### config.mk
export PLATFORM = sky130hd
export DESIGN_NAME = pipe_stage_reg
export DESIGN_NICKNAME = d
export VERILOG_FILES = /design/src/rtl/pipe_stage_reg.sv
export SDC_FILE = /design/constraint.sdc
export NUM_CORES = 1
export LEC_CHECK = 0
export ABC_AREA = 0
export CORE_MARGIN = 10
export CORE_UTILIZATION = 41
export DETAILED_ROUTE_END_ITERATION = 8
export GPL_TIMING_DRIVEN = 0
export HOLD_SLACK_MARGIN = 0.08
export PLACE_DENSITY = 0.91
export SETUP_SLACK_MARGIN = 0.5
export SYNTH_ARGS = -nofsm -noshare
export SYNTH_HDL_FRONTEND = slang
export SYNTH_SLANG_ARGS = --single-unit
export TNS_END_PERCENT = 10
### constraint.sdc
create_clock -name clk_i -period 1.5 [get_ports clk_i]
set_clock_uncertainty 0.15 [all_clocks]
set_input_delay 0.3 -clock clk_i [delete_from_list [all_inputs] [get_ports clk_i]]
set_output_delay 0.3 -clock clk_i [all_outputs]
set_load 0.01 [all_outputs]
### src/rtl/pipe_stage_reg.sv
// Elastic pipeline register: STAGES valid/ready slots carrying a data and a control bundle,
// with global stall (en_i), synchronous flush and bubble collapse toward the output end.
module pipe_stage_reg #(
  parameter int DATA_W = 64,
  parameter int CTRL_W = 4,
  parameter int STAGES = 1
) (
  input  logic                         clk_i,
  input  logic                         rst_i,
  input  logic                         en_i,
  input  logic                         flush_i,
  input  logic                         in_valid_i,
  output logic                         in_ready_o,
  input  logic [DATA_W-1:0]            data_i,
  input  logic [CTRL_W-1:0]            ctrl_i,
  output logic                         out_valid_o,
  input  logic                         out_ready_i,
  output logic [DATA_W-1:0]            data_o,
  output logic [CTRL_W-1:0]            ctrl_o,
  output logic [$clog2(STAGES+1)-1:0]  occ_o
);

  localparam int OCC_W = $clog2(STAGES + 1);

  if (STAGES < 1) begin : g_bad_stages
    $error("pipe_stage_reg: STAGES must be >= 1");
  end

  logic [STAGES-1:0] v_q, v_d;
  logic [DATA_W-1:0] data_q [STAGES];
  logic [DATA_W-1:0] data_d [STAGES];
  logic [CTRL_W-1:0] ctrl_q [STAGES];
  logic [CTRL_W-1:0] ctrl_d [STAGES];
  logic [OCC_W-1:0]  occ_q, occ_d;
  logic [STAGES-1:0] adv;

  function automatic logic [OCC_W-1:0] popcount(input logic [STAGES-1:0] v);
    logic [OCC_W-1:0] n;
    n = '0;
    for (int k = 0; k < STAGES; k++) n = n + OCC_W'(v[k]);
    return n;
  endfunction

  // A slot may advance when any slot at or beyond it is empty, or the output is draining.
  always_comb begin
    logic hole;
    hole = out_ready_i;
    adv  = '0;
    if (en_i && !flush_i) begin
      for (int k = STAGES - 1; k >= 0; k--) begin
        hole   = hole | ~v_q[k];
        adv[k] = hole;
      end
    end
  end

  always_comb begin
    v_d    = v_q;
    data_d = data_q;
    ctrl_d = ctrl_q;
    if (flush_i) begin
      v_d = '0;
      for (int k = 0; k < STAGES; k++) ctrl_d[k] = '0;
    end else begin
      if (adv[0]) begin
        v_d[0] = in_valid_i;
        if (in_valid_i) begin
          data_d[0] = data_i;
          ctrl_d[0] = ctrl_i;
        end else begin
          ctrl_d[0] = '0;
        end
      end
      for (int k = 1; k < STAGES; k++) begin
        if (adv[k]) begin
          v_d[k] = v_q[k-1];
          if (v_q[k-1]) begin
            data_d[k] = data_q[k-1];
            ctrl_d[k] = ctrl_q[k-1];
          end else begin
            ctrl_d[k] = '0;
          end
        end
      end
    end
    occ_d = popcount(v_d);
  end

  always_ff @(posedge clk_i) begin
    if (rst_i) begin
      v_q   <= '0;
      occ_q <= '0;
      for (int k = 0; k < STAGES; k++) begin
        data_q[k] <= '0;
        ctrl_q[k] <= '0;
      end
    end else begin
      v_q    <= v_d;
      occ_q  <= occ_d;
      data_q <= data_d;
      ctrl_q <= ctrl_d;
    end
  end

  // Control of an empty slot is always zero, so the last slot drives ctrl_o directly.
  assign in_ready_o  = adv[0];
  assign out_valid_o = v_q[STAGES-1];
  assign data_o      = data_q[STAGES-1];
  assign ctrl_o      = ctrl_q[STAGES-1];
  assign occ_o       = occ_q;

endmodule

==> flow_metrics.py <==
metrics = {
    "min_path": {
        "hold_class": "reg2reg",
    },
    "timing": {
        "fin_tns_setup_ns": -0.266,
        "max_slew_margin": 0.685,
        "fin_crit_sh": 1.11,
        "drv_slew": 0,
        "fmax_mhz": 600,
        "rsz0062_at_grt": "true",
        "worst_pin_slew_ns": 0.473,
        "min_period_ns": 1.67,
        "hold_violations": 0,
        "setup_ws_ns": -0.167,
        "setup_viol": 8,
    },
    "global_routing": {
        "grt_max_degree": 13,
        "grt_pass1_wl_mm": 18.9,
        "grt_usage": 0.207,
        "grt-ovfl-total": 0,
        "grt_pass1_vias": 3547,
        "grt_antenna_before_repair": 0,
    },
    "layout": {
        "regArea_sq_mm": 0.00146,
        "num-fill-cells": 486,
        "drive_above_1_share": 0.552,
        "antennaDiodeCount": 0,
        "layout_common_cells": "buf_6 (82), clkdlybuf4s50_1 (69), nand4_1 (68), dfxtp_2 (66), a21oi_1 (62)",
        "postLayoutCoreUtil": 0.783,
        "multiInputGateArea_sq_mm": 0.00175,
        "mostFrequentLayoutCell": "buf_6",
        "finalNonFillerCells": 608,
        "final_area_sq_mm": 0.00565,
        "syn_to_final_growth_pct": 86.8,
        "final_nets": 578,
    },
    "clocking": {
        "postCtsHoldBufs": 0,
        "numCtsBuffers": 9,
        "cts.sinks": 69,
        "clk_pin_slew_ns": 0.07,
        "insertion_delay_ns": 0.35,
        "cts_root_buffer": "clkbuf_8",
        "cts_buffer_depth": 2,
        "htree_levels": 3,
        "cts_tree": "done",
    },
    "die": {
        "rows": 31,
        "dieWidth_microns": 106,
        "start_util": 0.419,
        "die_h_microns": 106,
        "core_sq_mm": 0.00721,
        "die-area_sq_mm": 0.0112,
        "num_io_pins": 145,
    },
    "yosys": {
        "synth_nets": 411,
        "ys_types": 16,
        "synth_warnings": 0,
        "yosysTopAreaCell": "dfxtp_1",
        "yosys.area.top_type_share": 0.457,
        "synth_area_sq_mm": 0.00302,
        "synthCells": 337,
        "synth_area_leaders": "dfxtp_1 (46%), o31ai_1 (16%), nand4_1 (14%)",
        "synth-seq-cells": 69,
        "ys_seq_area_frac": 0.457,
        "syn_avg_cell_area_sq_um": 8.97,
    },
    "power": {
        "power_density_mw_per_mm2": 821,
        "switching_share": 0.253,
        "p_int_uw": 3460,
        "clkPwrFrac": 0.408,
        "power_leakage_uw": 0.00201,
        "combPwrFrac": 0.170,
        "seqPwrFrac": 0.422,
        "netSwitchingPower_uw": 1170,
        "ir_drop_v": 0.000554,
    },
    "worst_setup_path": {
        "critPathMaxFanout": 2,
        "critPathLaunchType": "register",
        "criticalPathCategory": "reg2out",
        "critPathRequiredTime_ns": 1.05,
        "cp_data_arrival_time_ns": 1.22,
        "cp-end-kind": "output pin",
    },
    "route": {
        "ant_nets": 0,
        "vias_per_cell": 5.87,
        "drt-initial-drc-count": 162,
        "dr_total_vias": 3570,
        "drt-total-wl_mm": 12.9,
        "wl_per_cell_microns": 21.2,
        "firstDrtPassIters": 4,
        "drc": 0,
    },
    "status": {
        "outcome": "finished with violations",
        "failed_checks": "setup timing",
    },
    "placed_design": {
        "placedCellCount": 579,
        "place.gp.congestion": 0.804,
        "placedInstanceArea_sq_mm": 0.00459,
        "io_buffers": 143,
        "dpl.hpwl_mm": 8.30,
    },
    "run": {
        "maxCapViolCount": 0,
    },
}
-- logic make-up (layout without fill, tap and decap cells) --
family,after synthesis,count (layout),share of synthesized area
AO/OA/AOI/OAI,138,138,0.281
buffers and inverters,55,227,0.108
flip-flops,69,69,0.457
AND/OR/NAND/NOR,75,75,0.154
-- layer usage --
| layer | vias to the layer above | part of all wire | GRT usage |
|---|---|---|---|
| li1 | 1653 | - | - |
| met1 | 1746 | 0.41 | 0.243 |
| met2 | 153 | 0.50 | 0.341 |
| met3 | 18 | 0.075 | 0.0773 |
| met4 | 0 | 0.018 | 0.0677 |
| met5 | - | 0 | 0 |
-- Yosys cell counts --
cell type / number
buf_6: 9
buf_2: 27
o31ai_1: 64
o21ai_1: 5
nand4_1: 68
nor2_1: 1
nand3_1: 1
buf_4: 5
a21oi_1: 69
dfxtp_1: 69
nand2b_1: 2
inv_2: 1
buf_1: 3
nor2b_1: 2
clkbuf_1: 10
or2_2: 1
-- critical path: stages (launching register included) --
cell	delay [ns]
dfxtp_2	0.32
nor2b_1	0.12
buf_4	0.14
buf_8	0.12
nor2_4	0.07
buf_6	0.10
-- power by group through the flow --
stage          clock network, uW  logic [uW]  registers [uW]
2_1_floorplan                  0         250            1990
5_1_grt                     1980         837            1960
3_5_place_dp                   0         667            1960
6_report                    1890         790            1960
4_1_cts                     1890         709            1940
3_3_place_gp                   0         654            1960
-- path summary, 6_finish.rpt --
check / end / depth (start not counted) / slack, ns / start
max: in_ready_o / 5 / -0.17 / occ_o
min: data_o[53] / 2 / 0.32 / data_o[53]
max reg2reg: data_o[48] / 6 / -0.04 / occ_o
min reg2reg: data_o[53] / 2 / 0.32 / data_o[53]
-- final cells by class --
class	count	share of cell area
Sequential cell	69	0.259
Tap cell	99	0.0219
Buffer	54	0.0793
Timing Repair Buffer	156	0.286
Inverter	1	0.000664
Clock inverter	6	0.0195
Clock buffer	10	0.0244
Multi-Input combinational cell	213	0.309
-- what timing repair did --
action                                  CTS  global route
resized for setup                       456            93
endpoints found under the setup margin  140           140
endpoints found under the hold margin     0             0
cloned                                    0             1
pin swaps                                 1             9
setup buffers                             9             3
-- stage by stage --
stage | setup WS [ns] | total power [uW] | hold WS [ns]
global route | -0.219 | 4770 | 0.339
floorplan | 0.213 | 2240 | 0.300
global placement | -0.813 | 2610 | 0.304
detailed placement | -0.790 | 2630 | 0.311
CTS | -0.164 | 4540 | 0.276
finish | -0.167 | 4640 | 0.324
-- state kept, by name, summed over array words and instances (netlist names) --
signal	cells
data_o	64
ctrl_o	4
occ_o	1
Power figures use the tool's default switching activity.
